File: src/rtl/ctrl_leer_dato.sv
// ctrl_leer_dato: read-cycle sequencer for the RTC multiplexed AD bus (address phase, turnaround, strobe, capture).
// Optional build macro LEER_BCD2BIN_EN converts the captured BCD byte to binary before it reaches dato.
module ctrl_leer_dato #(
    parameter int T_PH = 4
) (
    input  logic       clk,
    input  logic       reset,
    input  logic       enL,
    input  logic [7:0] dir,
    output logic       cs_n,
    output logic       rd_n,
    output logic       wr_n,
    output logic       ad_n,
    output logic [7:0] ad_out,
    output logic       ad_oe,
    input  logic [7:0] ad_in,
    output logic [7:0] dato,
    output logic       ocupado,
    output logic       listo
);

    typedef enum logic [2:0] {
        ST_IDLE,
        ST_A_SET,
        ST_A_HOLD,
        ST_TURN,
        ST_DATA,
        ST_FIN
    } state_t;

    localparam logic [7:0] LP_LAST = 8'(T_PH - 1);

    state_t     r_state;
    logic [7:0] r_cnt;
    logic [7:0] r_dir;

    state_t     w_next;
    logic       w_last;
    logic [7:0] w_addr;
    logic [7:0] w_capt;

    assign w_last = (r_cnt == LP_LAST);
    // On the start edge r_dir is not yet loaded, so the address comes straight from dir.
    assign w_addr = (r_state == ST_IDLE) ? dir : r_dir;

`ifdef LEER_BCD2BIN_EN
    assign w_capt = {1'b0, ad_in[7:4], 3'b000} + {3'b000, ad_in[7:4], 1'b0} + {4'h0, ad_in[3:0]};
`else
    assign w_capt = ad_in;
`endif

    always_comb begin
        w_next = r_state;
        case (r_state)
            ST_IDLE:   if (enL)    w_next = ST_A_SET;
            ST_A_SET:  if (w_last) w_next = ST_A_HOLD;
            ST_A_HOLD: if (w_last) w_next = ST_TURN;
            ST_TURN:   if (w_last) w_next = ST_DATA;
            ST_DATA:   if (w_last) w_next = ST_FIN;
            ST_FIN:    if (w_last) w_next = ST_IDLE;
            default:               w_next = ST_IDLE;
        endcase
    end

    // Bus outputs are decoded from the next state so each phase is visible for exactly T_PH cycles.
    always_ff @(posedge clk or negedge reset) begin
        if (!reset) begin
            r_state <= ST_IDLE;
            r_cnt   <= 8'd0;
            r_dir   <= 8'h00;
            cs_n    <= 1'b1;
            rd_n    <= 1'b1;
            wr_n    <= 1'b1;
            ad_n    <= 1'b1;
            ad_oe   <= 1'b0;
            ad_out  <= 8'h00;
            dato    <= 8'h00;
            ocupado <= 1'b0;
            listo   <= 1'b0;
        end else begin
            r_state <= w_next;
            r_cnt   <= (w_next != r_state || r_state == ST_IDLE) ? 8'd0 : r_cnt + 8'd1;
            ocupado <= (w_next != ST_IDLE);
            listo   <= (r_state == ST_FIN) && w_last;

            if (r_state == ST_IDLE && enL) r_dir <= dir;
            if (r_state == ST_DATA && w_last) dato <= w_capt;

            // NOTE: idle levels are assigned first and overridden below; with <= the last assignment wins.
            cs_n   <= 1'b1;
            rd_n   <= 1'b1;
            wr_n   <= 1'b1;
            ad_n   <= 1'b1;
            ad_oe  <= 1'b0;
            ad_out <= 8'h00;
            case (w_next)
                ST_A_SET: begin
                    cs_n   <= 1'b0;
                    wr_n   <= 1'b0;
                    ad_n   <= 1'b0;
                    ad_oe  <= 1'b1;
                    ad_out <= w_addr;
                end
                ST_A_HOLD: begin
                    cs_n   <= 1'b0;
                    ad_n   <= 1'b0;
                    ad_oe  <= 1'b1;
                    ad_out <= w_addr;
                end
                ST_DATA: begin
                    cs_n <= 1'b0;
                    rd_n <= 1'b0;
                end
                default: ;
            endcase
        end
    end

endmodule

File: config.mk
export PLATFORM = sky130hd
export DESIGN_NAME = ctrl_leer_dato
export DESIGN_NICKNAME = d
export VERILOG_FILES = /design/src/rtl/ctrl_leer_dato.sv
export SDC_FILE = /design/constraint.sdc
export NUM_CORES = 1
export LEC_CHECK = 0
export ABC_AREA = 1
export BUFFER_PORTS_ARGS = -buffer_cell sky130_fd_sc_hd__buf_2
export CAP_MARGIN = 20
export CORE_MARGIN = 4
export CORE_UTILIZATION = 40
export DETAILED_ROUTE_END_ITERATION = 7
export HOLD_SLACK_MARGIN = 0.05
export PLACE_DENSITY = 0.69
export SLEW_MARGIN = 25
export SYNTH_ARGS = -nofsm -noshare
export SYNTH_HDL_FRONTEND = slang
export SYNTH_SLANG_ARGS = --single-unit
File: constraint.sdc
create_clock -name clk -period 1.9 [get_ports clk]
set_input_delay 0.285 -clock clk [delete_from_list [all_inputs] [get_ports clk]]
set_output_delay 0.285 -clock clk [all_outputs]
set_load 0.01 [all_outputs]
# Word level (Yosys, flattened, before mapping)
# Index checks and enable logic that the tools add are counted.
# W data, S select, Z words.
totals:
  in_bits: 19
  register_bits: 42
  output_inout_bits: 23
  word_cells: 46
op_classes:
  muxes: 15
  eq_ne: 10
  n_addsub: 1
  reduce_logical: 8
op_table:
  columns: ["op", "n"]
  rows:
  - ["$mux W8", 3]
  - ["$mux W3", 6]
  - ["$pmux W3 S6", 1]
  - ["$eq A3 B2 Y1 const B", 3]
  - ["$eq A3 B3 Y1 const B", 3]
  - ["$add A8 B1 Y8 const B", 1]
  - ["$eq A8 B2 Y1 const B", 1]
  - ["$eq A3 B1 Y1 const B", 2]
  - ["$mux W1", 5]
  - ["$logic_and A1 B1 Y1", 3]
  - ["$logic_not A3 Y1", 1]
  - ["$ne A3 B3 Y1", 1]
  - ["$reduce_bool A3 Y1", 1]
  - ["$reduce_or A3 Y1", 1]
  - ["$reduce_or A2 Y1", 1]
  - ["$logic_or A1 B1 Y1", 1]

# Logic depth before layout (Yosys ltp)
# Gate-level depths: netlist (run 1).
depth:
  ltp_word: 6
  ltp_mapped: 11
  mapped_depth_nobuf: 11

# Worst setup path before layout (run 1)
# OpenSTA, ideal clock, no wires.
synth_path:
  path_kind: "flip-flop to flip-flop"
  start: "register r_state[0]"
  end: "register r_cnt[2]"
  setup_slack_ns: 0.400
  n_path_buf: 0
  arrival_time_ns: 1.379
  required_time_ns: 1.779
  synth_period_minus_slack_ns: 1.500
  path_stages_with_launch: 11
  setup_time_ns: 0.121
  path_cell_list: "dfrtp_1 > nor2_2 > inv_2 > nor2_8 > inv_6 > nor2_8 > nor2_8 > nand2_2 > nand2_2 > nand3_4 > nor2_2"
synth_via:
  elab_chain_len: 5
  word_cells_on_any_way: 16
  cone_classes: "eq/ne (6); mux (8); reduce/logical (2)"
synth_rtl:
  columns: ["element", "line", "source"]
  rows:
  - ["start: declaration", "33", "state_t r_state;"]
  - ["start signal: assignment", "81", "r_state <= w_next;"]
  - ["$eq A3 B3 Y1 (tied with other cells)", "54", "case (r_state)"]
  - ["$pmux W3 S6 (*)", "54", null]
  - ["via w_next[0]", "37", "state_t w_next;"]
  - ["$ne A3 B3 Y1 (*)", "82", "r_cnt <= (w_next != r_state || r_state == ST_IDLE) ? 8'd0 : r_cnt + 8'd1;"]
  - ["$logic_or A1 B1 Y1 (*)", "82", null]
  - ["$mux W8 (*)", "82", null]
  - ["end signal: assignment", "82", null]
  - ["end: declaration", "34", "logic [7:0] r_cnt;"]
# Mark *: on every way through the listed nets, which the timed path passes. The rest lies on a longest branch.
# A chain may end at the register's enable or synchronous reset.

# Worst setup path after layout (run 1)
layout_path:
  start: "register r_cnt[0]"
  end: "register r_cnt[4]"
layout_via:
  elab_chain_len: 6
  word_cells_on_any_way: 11
  cone_classes: "add/sub (1); eq/ne (2); mux (7); reduce/logical (1)"
layout_rtl:
  columns: ["element", "line", "source"]
  rows:
  - ["$eq A8 B2 Y1 (*)", "42", "assign w_last = (r_cnt == LP_LAST);"]
  - ["$mux W3 (on tied branches)", null, null]
  - ["$pmux W3 S6 (*)", "54", null]
  - ["via w_next[0]", "37", null]
  - ["$ne A3 B3 Y1 (*)", "82", null]
  - ["$logic_or A1 B1 Y1 (*)", "82", null]
  - ["$mux W8 (*)", "82", null]
# Marks and branches as above.

==> qor_table.md, run 1 <==
| Group | Item | Reported |
| --- | --- | --- |
| yosys | Count of different cell masters after synthesis | 26 |
| clock tree | H-tree depth | 2 |
| yosys | Compound-Gate Fraction of Synth Area | 6.42% |
| sta | Unrepaired setup endpoints after global routing | false |
| sta | Final Max Slew Viols | 0 |
| global routing | GRT Overall Usage | 13.9% |
| final layout | Leading cell type in the layout, fill and taps excluded | sky130_fd_sc_hd__nand2_1 |
| sta | Post-route clock period utilization | 88.5% |
| clock tree | Hold-fix buffers at CTS | 0 |
| yosys | Synth Instances | 186 |
| clock tree | Sink count of the clock tree | 42 |
| drt | Met3 wire length | 202 um |
| yosys | Mapped Nets | 206 |
| yosys | Synth Area per Inst | 10.4 sq um |
| final layout | Final core area utilization | 51.5% |
| final layout | Number of standard cells in the layout, taps in and fillers out | 289 |
| drt | DRC violation count after routing | 0 |
| min path | Worst min-delay path class | in2async |
| sta | Post-layout minimum cycle time | 1680 ps |
| yosys | Post-synthesis adder-cell area fraction | 0.649% |
| place | Buffers on Ports | 41 |
| drt | First drt pass iteration count | 4 |
| floorplan | Effective utilization at floorplan | 42.8% |
| clock tree | Clock transition time at the flip-flop clock pins of the worst setup and hold paths | 70 ps |
| clock tree | Post_cts resized | 0 |
| final layout | Antenna Cells | 0 |
| final layout | Commonest non-fill, non-tap cells in the layout | sky130_fd_sc_hd__nand2_1, sky130_fd_sc_hd__buf_2, sky130_fd_sc_hd__dfrtp_1 |
| drt | DR WL/cell | 12.5 um |
| final layout | Signed area change from the synthesized netlist to the final layout | 20.3% |
| sta | Worst max-slew margin expressed relative to the limit | 65.2% |
| setup path | Maximum fanout encountered on the critical timing path | 8 |
| setup path | Endpoint arrival time on the critical path | 1900 ps |
| yosys | Yosys synthesis warning count | 0 |
| final layout | Share of layout cells above drive strength 1 | 41.4% |
| power and ir drop | Worst IR drop on VDD | 658 uV |
| clock tree | Number of setup buffers added after CTS | 0 |
| drt | Violation count after the first detailed-route iteration | 129 |
| drt | Post-detailed-route via-to-cell ratio | 4.89 |
| yosys | Cell Area, Synth | 1930 sq um |
| yosys | Combinational family with the most area after synthesis | simple AND/OR/NAND/NOR gates |
| yosys | Share of the synthesized netlist area taken by xor and xnor gates | 2.27% |
| clock tree | CTS root buffer | sky130_fd_sc_hd__clkbuf_8 |
| yosys | Share of synthesized cell area in and, or, nand and nor gates | 27.8% |
| flow run | Count of max-cap constraint violations | 0 |
| yosys | Post-synthesis sequential area ratio | 54.8% |
| setup path | R2R cell count | 9 |
| setup path | Required @ worst endpoint | 2120 ps |
| floorplan | Area of the core | 4500 sq um |
| setup path | Worst setup SP type | register |
| clock tree | Clock latency on the worst-skew pair | 290 ps |
| status | Result of the run | complete, no violations |
| clock tree | Maximum clock path buffer count | 2 |
| clock tree | Inserted Clock Buffers | 5 |
| setup path | Destination of the worst register-to-register timing path | r_cnt[4]$_DFF_PN0_ |
| place | Post-detail-place hpwl | 2540 um |
| floorplan | Chip Width | 77.4 um |
| sta | Maximum clock frequency | 0.594 GHz |
| drt | Top Layer Used | met4 |
| global routing | Number of global-route vias before repair | 1500 |
| floorplan | I/O pin total | 42 |
| global routing | Wire length of the first global-routing pass | 6600 um |
| floorplan | Die footprint | 6000 sq um |
| drt | Antenna-violating nets left | 0 |
| sta | Setup clock skew after layout | 7.53 ps |
| drt | Routed WL | 3620 um |
| setup path | Type of the worst setup path | reg2reg |
| sta | Number of setup violations in the final report | 0 |
| yosys | Flip-flop and latch count after synthesis | 42 |
| yosys | Multiplexer share of the synthesized area | 4.67% |
| global routing | Antenna violations before repair | 0 |
| sta | Worst slew pin tran | 521 ps |
| floorplan | Vertical die dimension | 77.4 um |
| sta | Total Negative Setup Slacks | 0 ps |
| drt | Post-route met1 wirelength | 1650 um |
| final layout | Final #Nets | 256 |
| drt | Met2 Wirelength | 1700 um |
| place | Routability-driven placement congestion ratio | 0.828 |
| clock tree | Clock tree from TritonCTS | built |
| floorplan | Std-Cell Rows | 24 |
| power and ir drop | Power per unit of standard cell area | 1600 nW/um^2 |
| place | Cell Count Post-Placement | 281 |
| sta | Hold Vio Cnt, Final | 0 |
| setup path | RR Startpoint | r_cnt[0]$_DFF_PN0_ |
| setup path | R2r setup slk | 220 ps |
| global routing | Total congestion overflow after global routing | 0 |
| power and ir drop | Standby leakage power | 1.14 nW |
| global routing | Largest net degree at the start of global routing | 43 |
| drt | Total via count after detailed routing | 1413 |
| setup path | Category of the worst setup path capture point | register |
## worst max-delay path, cell delays in order, from the launching register on
cell	delay, ps
sky130_fd_sc_hd__dfrtp_1	390
sky130_fd_sc_hd__ha_1	240
sky130_fd_sc_hd__nand2_1	80
sky130_fd_sc_hd__nor2_2	220
sky130_fd_sc_hd__nor2_2	110
sky130_fd_sc_hd__nor2_8	150
sky130_fd_sc_hd__nand2_2	90
sky130_fd_sc_hd__nand2_2	80
sky130_fd_sc_hd__nand3_4	140
sky130_fd_sc_hd__nor2_2	120
## metal layers
layer	up-vias	global-route usage, %
li1	695	-
met1	682	16.4
met2	31	22.4
met3	5	5.56
met4	0	6.41
met5	-	0
## synthesized netlist by cell type, drive strengths merged
| cell | number | area share, % |
|---|---|---|
| a21oi | 2 | 0.71 |
| a22oi | 8 | 5.2 |
| and3 | 1 | 0.32 |
| dfrtp | 38 | 49 |
| dfstp | 4 | 5.5 |
| ha | 1 | 0.65 |
| inv | 15 | 3.4 |
| mux2 | 8 | 4.7 |
| nand2 | 62 | 13 |
| nand3 | 9 | 4.2 |
| nand4 | 1 | 0.32 |
| nor2 | 27 | 9.2 |
| nor3 | 3 | 0.78 |
| o21ai | 2 | 0.52 |
| xnor2 | 1 | 0.45 |
| xor2 | 4 | 1.8 |
## area by class of cell
| class | instances | area (sq um) |
|---|---|---|
| clock buffers | 7 | 76.3 |
| clock inverters | 1 | 30.0 |
| fillers | 386 | 2180 |
| inverters | 15 | 66.3 |
| multi-input cells | 129 | 806 |
| flip-flops and latches | 42 | 1060 |
| well taps | 52 | 65.1 |
| repair buffers | 43 | 220 |
## registers in the layout (all words and copies together) (netlist names)
signal   flops
ad_out       8
dato         8
r_cnt        8
r_dir        8
r_state      3
ad_n         1
ad_oe        1
cs_n         1
listo        1
ocupado      1
rd_n         1
wr_n         1
## worst max-delay path by stage
stage	from	cells past startpoint	slack, ps	endpoint
floorplan	r_state[0]$_DFF_PN0_	10	400	r_cnt[2]$_DFF_PN0_
global placement	r_cnt[0]$_DFF_PN0_	8	280	ocupado$_DFF_PN0_
detailed placement	r_cnt[0]$_DFF_PN0_	9	240	r_cnt[4]$_DFF_PN0_
CTS	r_cnt[0]$_DFF_PN0_	11	220	r_cnt[4]$_DFF_PN0_
global route	r_cnt[0]$_DFF_PN0_	11	30	r_cnt[4]$_DFF_PN0_
finish	r_cnt[0]$_DFF_PN0_	9	220	r_cnt[4]$_DFF_PN0_
## power by group
part / switching (W) / total, W / leakage, nW / internal, W
combinational: 0.00112 / 0.00171 / 0.561 / 0.000590
clock: 0.000293 / 0.000687 / 0.0524 / 0.000393
sequential: 0.000132 / 0.00131 / 0.525 / 0.00118
total: 0.00155 / 0.00371 / 1.14 / 0.00216
## stage by stage
stage	area (sq um)	setup WS [ps]	total power (W)	hold slack, ps
final	2320	218	0.00371	34.7
after detailed placement	2210	237	0.00305	388
after CTS	2320	219	0.00375	64.6
after global placement	2210	284	0.00303	378
after global routing	2320	30.3	0.00401	88.6
after floorplan	1930	400	0.00261	-10.6
## kinds of logic (layout without fill, tap and decap cells)
family,Yosys count,count (layout)
AND/OR/NAND/NOR,103,103
flip-flops,42,42
buffers and inverters,15,66
AO/OA/AOI/OAI,12,12
multiplexers,8,8
XOR/XNOR,5,5
adder cells (fa/ha/maj),1,1
(Power assumes the default switching activity.)
==> run 2, diff against run 1 <==
Settings changed: BUFFER_PORTS_ARGS -buffer_cell sky130_fd_sc_hd__buf_2 to -buffer_cell sky130_fd_sc_hd__buf_4.
==> qor_table.md, run 2 (synthesis gave the netlist of run 1 again) <==
| Group | Item | Reported | vs previous |
| --- | --- | --- | --- |
| status | Result of the run | complete, no violations |  |
| sta | Hold Vio Cnt, Final | 0 | unchanged |
| floorplan | Die footprint | 6000 sq um | unchanged |
| setup path | Endpoint arrival time on the critical path | 1910 ps | about the same |
| power and ir drop | Power per unit of standard cell area | 1560 nW/um^2 | -2.4% |
| drt | Routed WL | 3700 um | +2.0% |
| setup path | Buffers and inverters on the worst path | 0 | unchanged |
| floorplan | Std-Cell Rows | 24 | unchanged |
| setup path | Slowest cell on the critical path | sky130_fd_sc_hd__dfrtp_1 |  |
| floorplan | I/O pin total | 42 | unchanged |
| drt | First drt pass iteration count | 4 | unchanged |
| global routing | Number of global-route vias before repair | 1488 | -0.80% |
| clock tree | Clock latency on the worst-skew pair | 290 ps | about the same |
| sta | Setup clock skew after layout | 6.73 ps | -0.795 ps |
| sta | Worst max-slew margin expressed relative to the limit | 66.2% | +0.91 points |
| sta | Unrepaired setup endpoints after global routing | false |  |
| place | Worst setup slack before clock tree synthesis | 221 ps | -15.4 ps |
| setup path | Cell class contributing the biggest share of worst-path delay | simple AND/OR/NAND/NOR gates |  |
| power and ir drop | Standby leakage power | 1.17 nW | +3.1% |
| final layout | Final #Nets | 256 | unchanged |
| place | Routability-driven placement congestion ratio | 0.795 | -4.0% |
| setup path | Category of the worst setup path capture point | register |  |
| drt | Antenna-violating nets left | 0 | unchanged |
| sta | Maximum clock frequency | 0.594 GHz | about the same |
| floorplan | Effective utilization at floorplan | 42.8% | unchanged |
| final layout | Signed area change from the synthesized netlist to the final layout | 25.9% |  |
| clock tree | Inserted Clock Buffers | 5 | unchanged |
| clock tree | Clock transition time at the flip-flop clock pins of the worst setup and hold paths | 80 ps | about the same |
| setup path | Delay contributed by the slowest stage of the critical path | 390 ps | about the same |
| power and ir drop | Total power after layout | 0.00379 W | +2.2% |
| sta | Total Negative Setup Slacks | 0 ps | unchanged |
| min path | Worst min-delay path class | in2reg |  |
| setup path | Maximum fanout encountered on the critical timing path | 8 | unchanged |
| final layout | Fillcell total | 411 | +6.5% |
| final layout | Share of layout cells above drive strength 1 | 41.8% | +0.42 points |
| place | Post-detail-place hpwl | 2590 um | +2.1% |
| final layout | FF+latch area | 1060 sq um | unchanged |
| final layout | Leading cell type in the layout, fill and taps excluded | sky130_fd_sc_hd__nand2_1 |  |
| setup path | Chain of cells forming the critical path | ha_1 -> nand2_1 -> nor2_1 -> nand2_1 -> nand2_1 -> nand2_1 -> nand2_2 -> nand2_2 -> nand2_2 -> nand3_4 -> nor2_2 |  |
| drt | Total via count after detailed routing | 1419 | +0.42% |
| global routing | Largest net degree at the start of global routing | 43 | unchanged |
| flow run | Count of max-cap constraint violations | 0 | unchanged |
| clock tree | H-tree depth | 2 | unchanged |
| final layout | Commonest non-fill, non-tap cells in the layout | sky130_fd_sc_hd__nand2_1, sky130_fd_sc_hd__buf_4, sky130_fd_sc_hd__dfrtp_1 |  |
| sta | Number of setup violations in the final report | 0 | unchanged |
| floorplan | Chip Width | 77.4 um | unchanged |
| clock tree | Clock tree from TritonCTS | built |  |
| final layout | Design Area, Final | 2430 sq um | +4.6% |
| drt | DRC violation count after routing | 0 | unchanged |
| global routing | Antenna violations before repair | 0 | unchanged |
| clock tree | Sink count of the clock tree | 42 | unchanged |
| clock tree | CTS root buffer | sky130_fd_sc_hd__clkbuf_8 |  |
| final layout | Antenna Cells | 0 | unchanged |
| clock tree | Number of setup buffers added after CTS | 0 | unchanged |
| floorplan | Area of the core | 4500 sq um | unchanged |
| power and ir drop | Worst IR drop on VDD | 581 uV | -12% |
| drt | Post-detailed-route via-to-cell ratio | 4.91 | +0.42% |
| place | Buffers on Ports | 41 | unchanged |
| sta | Final Max Slew Viols | 0 | unchanged |
| global routing | Wire length of the first global-routing pass | 6560 um | -0.64% |
| global routing | GRT Overall Usage | 13.6% | -0.34 points |
| sta | Post-route clock period utilization | 88.6% | about the same |
| final layout | Combined area of the multi-input logic cells | 806 sq um | unchanged |
| setup path | Required @ worst endpoint | 2120 ps | about the same |
| sta | Worst slew pin tran | 508 ps | -13.7 ps |
| drt | Violation count after the first detailed-route iteration | 79 | -39% |
| setup path | Worst setup SP type | register |  |
| setup path | Type of the worst setup path | reg2reg |  |
| place | Placed instance area | 2310 sq um | +4.3% |
| setup path | Most Frequent Cell on Critical Path | sky130_fd_sc_hd__nand2_1 |  |
| drt | DR WL/cell | 12.8 um | +2.0% |
| sta | Smallest setup slack after layout | 216 ps | -1.28 ps |
| floorplan | Vertical die dimension | 77.4 um | unchanged |
| clock tree | Maximum clock path buffer count | 2 | unchanged |
| global routing | Total congestion overflow after global routing | 0 | unchanged |
| sta | Post-layout minimum cycle time | 1680 ps | +1.28 ps |
run 2: cell count changes in the layout (fill, tap and decap cells not counted):
cell | before | now
sky130_fd_sc_hd__buf_2 | 41 | 0
sky130_fd_sc_hd__dlygate4sd3_1 | 0 | 1
sky130_fd_sc_hd__clkinv_2 | 0 | 2
sky130_fd_sc_hd__clkbuf_1 | 2 | 0
sky130_fd_sc_hd__buf_4 | 2 | 42
run 2: power breakdown:
part           switching [W]  internal, W
logic                0.00112     0.000664
clock network       0.000297     0.000387
registers           0.000140      0.00118
run 2: timing repair:
action                                 in CTS  in global routing
resized for setup                           0                  0
endpoints found under the hold margin      38                  0
hold buffers                                1                  0
run 2: final cells by class:
cell class              instances  share of cell area, %
multi-input cells             129                   33.2
clock inverters                 3                   1.65
inverters                      15                   2.73
well taps                      52                   2.68
repair buffers                 43                   13.4
flip-flops and latches         42                   43.5
clock buffers                   5                   2.84
run 2: through the flow:
stage / hold WS [ps] / cells / util, %
floorplan: -10.6 / 186 / -
global placement: 300 / 280 / 51.2
detailed placement: 304 / 280 / 51.2
CTS: 201 / 289 / 53.9
global route: 193 / 289 / 53.9
finish: 206 / 289 / 53.9
run 2: worst paths after layout:
kind	startpoint	endpoint	slack (ps)	cells after the start
min in group asynchronous	reset	ad_out[2]$_DFF_PN0_	510	2
hold reg to reg	r_cnt[0]$_DFF_PN0_	r_cnt[0]$_DFF_PN0_	470	1
setup / recovery	r_cnt[0]$_DFF_PN0_	r_cnt[3]$_DFF_PN0_	220	11
setup reg to reg	r_cnt[0]$_DFF_PN0_	r_cnt[3]$_DFF_PN0_	220	11
hold / removal	dir[4]	r_dir[4]$_DFFE_PN0P_	210	3
max in group asynchronous	reset	ad_n$_DFF_PN1_	1020	2
run 2: per-layer routing:
metal / GRT usage [%] / vias to the layer above / part of all wire [%]
li1: - / 696 / -
met1: 16.8 / 679 / 46
met2: 22.5 / 38 / 47
met3: 3.36 / 6 / 5.2
met4: 6.41 / 0 / 2.0
met5: 0 / - / 0
run 2: worst register-to-register path, cell delays in order, from the launching register on:
cell,delay (ps)
sky130_fd_sc_hd__dfrtp_1,390
sky130_fd_sc_hd__ha_1,240
sky130_fd_sc_hd__nand2_1,70
sky130_fd_sc_hd__nor2_1,100
sky130_fd_sc_hd__nand2_1,130
sky130_fd_sc_hd__nand2_1,90
sky130_fd_sc_hd__nand2_1,60
sky130_fd_sc_hd__nand2_2,110
sky130_fd_sc_hd__nand2_2,90
sky130_fd_sc_hd__nand2_2,80
sky130_fd_sc_hd__nand3_4,140
sky130_fd_sc_hd__nor2_2,110
==> run 3, diff against run 2 <==
==> constraint.sdc (replaced) <==
create_clock -name clk -period 1.9 [get_ports clk]
set_input_delay 0.095 -clock clk [delete_from_list [all_inputs] [get_ports clk]]
set_output_delay 0.095 -clock clk [all_outputs]
set_load 0.01 [all_outputs]
==> qor_table.md, run 3 (synthesis gave the netlist of run 1 again) <==
| Group | Item | Reported | vs previous |
| --- | --- | --- | --- |
| clock tree | Clock transition time at the flip-flop clock pins of the worst setup and hold paths | 80 ps | about the same |
| clock tree | H-tree depth | 2 | unchanged |
| sta | Final Max Slew Viols | 0 | unchanged |
| clock tree | Hold-fix buffers at CTS | 17 | +16 |
| final layout | Leading cell type in the layout, fill and taps excluded | sky130_fd_sc_hd__nand2_1 |  |
| sta | Worst slew pin tran | 524 ps | +16.6 ps |
| floorplan | Area of the core | 4500 sq um | unchanged |
| setup path | Worst setup SP type | register |  |
| power and ir drop | Standby leakage power | 1.24 nW | +5.7% |
| global routing | GRT Overall Usage | 14.5% | +0.89 points |
| sta | Hold Vio Cnt, Final | 0 | unchanged |
| final layout | Antenna Cells | 0 | unchanged |
| drt | First drt pass iteration count | 4 | unchanged |
| sta | Worst max-slew margin expressed relative to the limit | 65.0% | -1.1 points |
| global routing | Total congestion overflow after global routing | 0 | unchanged |
| setup path | Endpoint arrival time on the critical path | 1910 ps | about the same |
| clock tree | Clock tree from TritonCTS | built |  |
| setup path | RR Startpoint | r_cnt[0]$_DFF_PN0_ |  |
| sta | Post-route clock period utilization | 88.9% | +0.26 points |
| setup path | R2R cell count | 11 | unchanged |
| floorplan | Std-Cell Rows | 24 | unchanged |
| final layout | Share of layout cells above drive strength 1 | 39.1% | -2.6 points |
| final layout | Fillcell total | 395 | -3.9% |
| floorplan | Effective utilization at floorplan | 42.8% | unchanged |
| drt | DRC violation count after routing | 0 | unchanged |
| setup path | Destination of the worst register-to-register timing path | r_cnt[3]$_DFF_PN0_ |  |
| floorplan | Die footprint | 6000 sq um | unchanged |
| place | Routability-driven placement congestion ratio | 0.795 | unchanged |
| global routing | Antenna violations before repair | 0 | unchanged |
| place | Worst setup slack before clock tree synthesis | 221 ps | unchanged |
| sta | Unrepaired setup endpoints after global routing | false |  |
| final layout | Final #Nets | 272 | +6.3% |
| final layout | Signed area change from the synthesized netlist to the final layout | 34.2% |  |
| global routing | Number of global-route vias before repair | 1574 | +5.8% |
| floorplan | Vertical die dimension | 77.4 um | unchanged |
| status | Result of the run | complete, no violations |  |
| clock tree | Number of setup buffers added after CTS | 0 | unchanged |
| place | Buffers on Ports | 41 | unchanged |
| power and ir drop | Power per unit of standard cell area | 1480 nW/um^2 | -5.4% |
| final layout | Commonest non-fill, non-tap cells in the layout | sky130_fd_sc_hd__nand2_1, sky130_fd_sc_hd__buf_4, sky130_fd_sc_hd__dfrtp_1 |  |
| floorplan | Chip Width | 77.4 um | unchanged |
| setup path | Category of the worst setup path capture point | register |  |
| setup path | Required @ worst endpoint | 2120 ps | about the same |
| clock tree | Post_cts resized | 0 | unchanged |
| drt | Total via count after detailed routing | 1484 | +4.6% |
| sta | Number of setup violations in the final report | 0 | unchanged |
| sta | Maximum clock frequency | 0.592 GHz | -0.29% |
| sta | Smallest setup slack after layout | 211 ps | -4.89 ps |
| sta | Setup clock skew after layout | 8.32 ps | +1.59 ps |
| place | Post-detail-place hpwl | 2590 um | unchanged |
| sta | Post-layout minimum cycle time | 1690 ps | +4.89 ps |
| setup path | Type of the worst setup path | reg2reg |  |
| setup path | R2r setup slk | 210 ps | about the same |
| global routing | Wire length of the first global-routing pass | 6980 um | +6.4% |
| floorplan | I/O pin total | 42 | unchanged |
| min path | Worst min-delay path class | in2async |  |
| sta | Total Negative Setup Slacks | 0 ps | unchanged |
| drt | Routed WL | 3970 um | +7.5% |
| setup path | Maximum fanout encountered on the critical timing path | 8 | unchanged |
| flow run | Count of max-cap constraint violations | 0 | unchanged |
| sta | Worst hold slack after final layout | 323 ps | +117 ps |
| clock tree | Clock latency on the worst-skew pair | 290 ps | about the same |
| clock tree | Maximum clock path buffer count | 2 | unchanged |
| drt | DR WL/cell | 13.0 um | +1.9% |
| drt | Antenna-violating nets left | 0 | unchanged |
| drt | Violation count after the first detailed-route iteration | 76 | -3.8% |
| power and ir drop | Worst IR drop on VDD | 583 uV | +0.27% |
| clock tree | Sink count of the clock tree | 42 | unchanged |
| clock tree | Inserted Clock Buffers | 5 | unchanged |
| global routing | Largest net degree at the start of global routing | 43 | unchanged |
| clock tree | CTS root buffer | sky130_fd_sc_hd__clkbuf_8 |  |
| drt | Post-detailed-route via-to-cell ratio | 4.87 | -0.91% |
==> run 3: changes by cell type in the layout (fill, tap and decap cells not counted) <==
cell	before	now
sky130_fd_sc_hd__dlygate4sd3_1	1	17
==> run 3: layout make-up <==
class / instances / area [sq um] / area share [%]
Clock buffer: 5 / 68.8 / 2.66
Clock inverter: 3 / 40.0 / 1.55
Inverter: 15 / 66.3 / 2.56
Multi-Input combinational cell: 129 / 806 / 31.1
Sequential cell: 42 / 1060 / 40.8
Tap cell: 52 / 65.1 / 2.51
Timing Repair Buffer: 59 / 485 / 18.8
==> run 3: through the flow <==
| step | instances | utilization (%) | total power [W] | area (sq um) |
|---|---|---|---|---|
| 2_1_floorplan | 186 | - | 0.00261 | 1930 |
| 3_3_place_gp | 280 | 51.2 | 0.00311 | 2310 |
| 3_5_place_dp | 280 | 51.2 | 0.00314 | 2310 |
| 4_1_cts | 305 | 57.4 | 0.00386 | 2590 |
| 5_1_grt | 305 | 57.4 | 0.00412 | 2590 |
| 6_report | 305 | 57.4 | 0.00382 | 2590 |
==> run 3: worst max-delay path by stage <==
stage	startpoint	endpoint	slack (ps)	cells after the start
after CTS	r_cnt[0]$_DFF_PN0_	r_cnt[3]$_DFF_PN0_	210	11
final	r_cnt[0]$_DFF_PN0_	r_cnt[3]$_DFF_PN0_	210	11
after floorplan	r_state[0]$_DFF_PN0_	r_cnt[2]$_DFF_PN0_	400	10
after global routing	r_cnt[0]$_DFF_PN0_	r_cnt[2]$_DFF_PN0_	20	9
after global placement	r_cnt[0]$_DFF_PN0_	ocupado$_DFF_PN0_	280	10
after detailed placement	r_cnt[0]$_DFF_PN0_	ocupado$_DFF_PN0_	220	8
==> run 3: metal layers <==
metal | wire, um | GRT usage [%]
met5 | 0 | 0
met4 | 74 | 6.41
met3 | 163 | 2.89
met2 | 1970 | 25.1
met1 | 1770 | 17.4
==> run 3: worst max-delay path: stages (launching register included) <==
cell                      delay (ps)
sky130_fd_sc_hd__dfrtp_1         390
sky130_fd_sc_hd__ha_1            240
sky130_fd_sc_hd__nand2_1          70
sky130_fd_sc_hd__nor2_1          100
sky130_fd_sc_hd__nand2_1         130
sky130_fd_sc_hd__nand2_1          90
sky130_fd_sc_hd__nand2_1          60
sky130_fd_sc_hd__nand2_2         110
sky130_fd_sc_hd__nand2_2          90
sky130_fd_sc_hd__nand2_2          80
sky130_fd_sc_hd__nand3_4         140
sky130_fd_sc_hd__nor2_2          110
==> run 3: power breakdown <==
part | switching (W) | leakage [nW] | internal, W | total (W)
registers | 0.000142 | 0.525 | 0.00118 | 0.00132
logic | 0.00113 | 0.658 | 0.000686 | 0.00181
clock network | 0.000300 | 0.0579 | 0.000387 | 0.000686
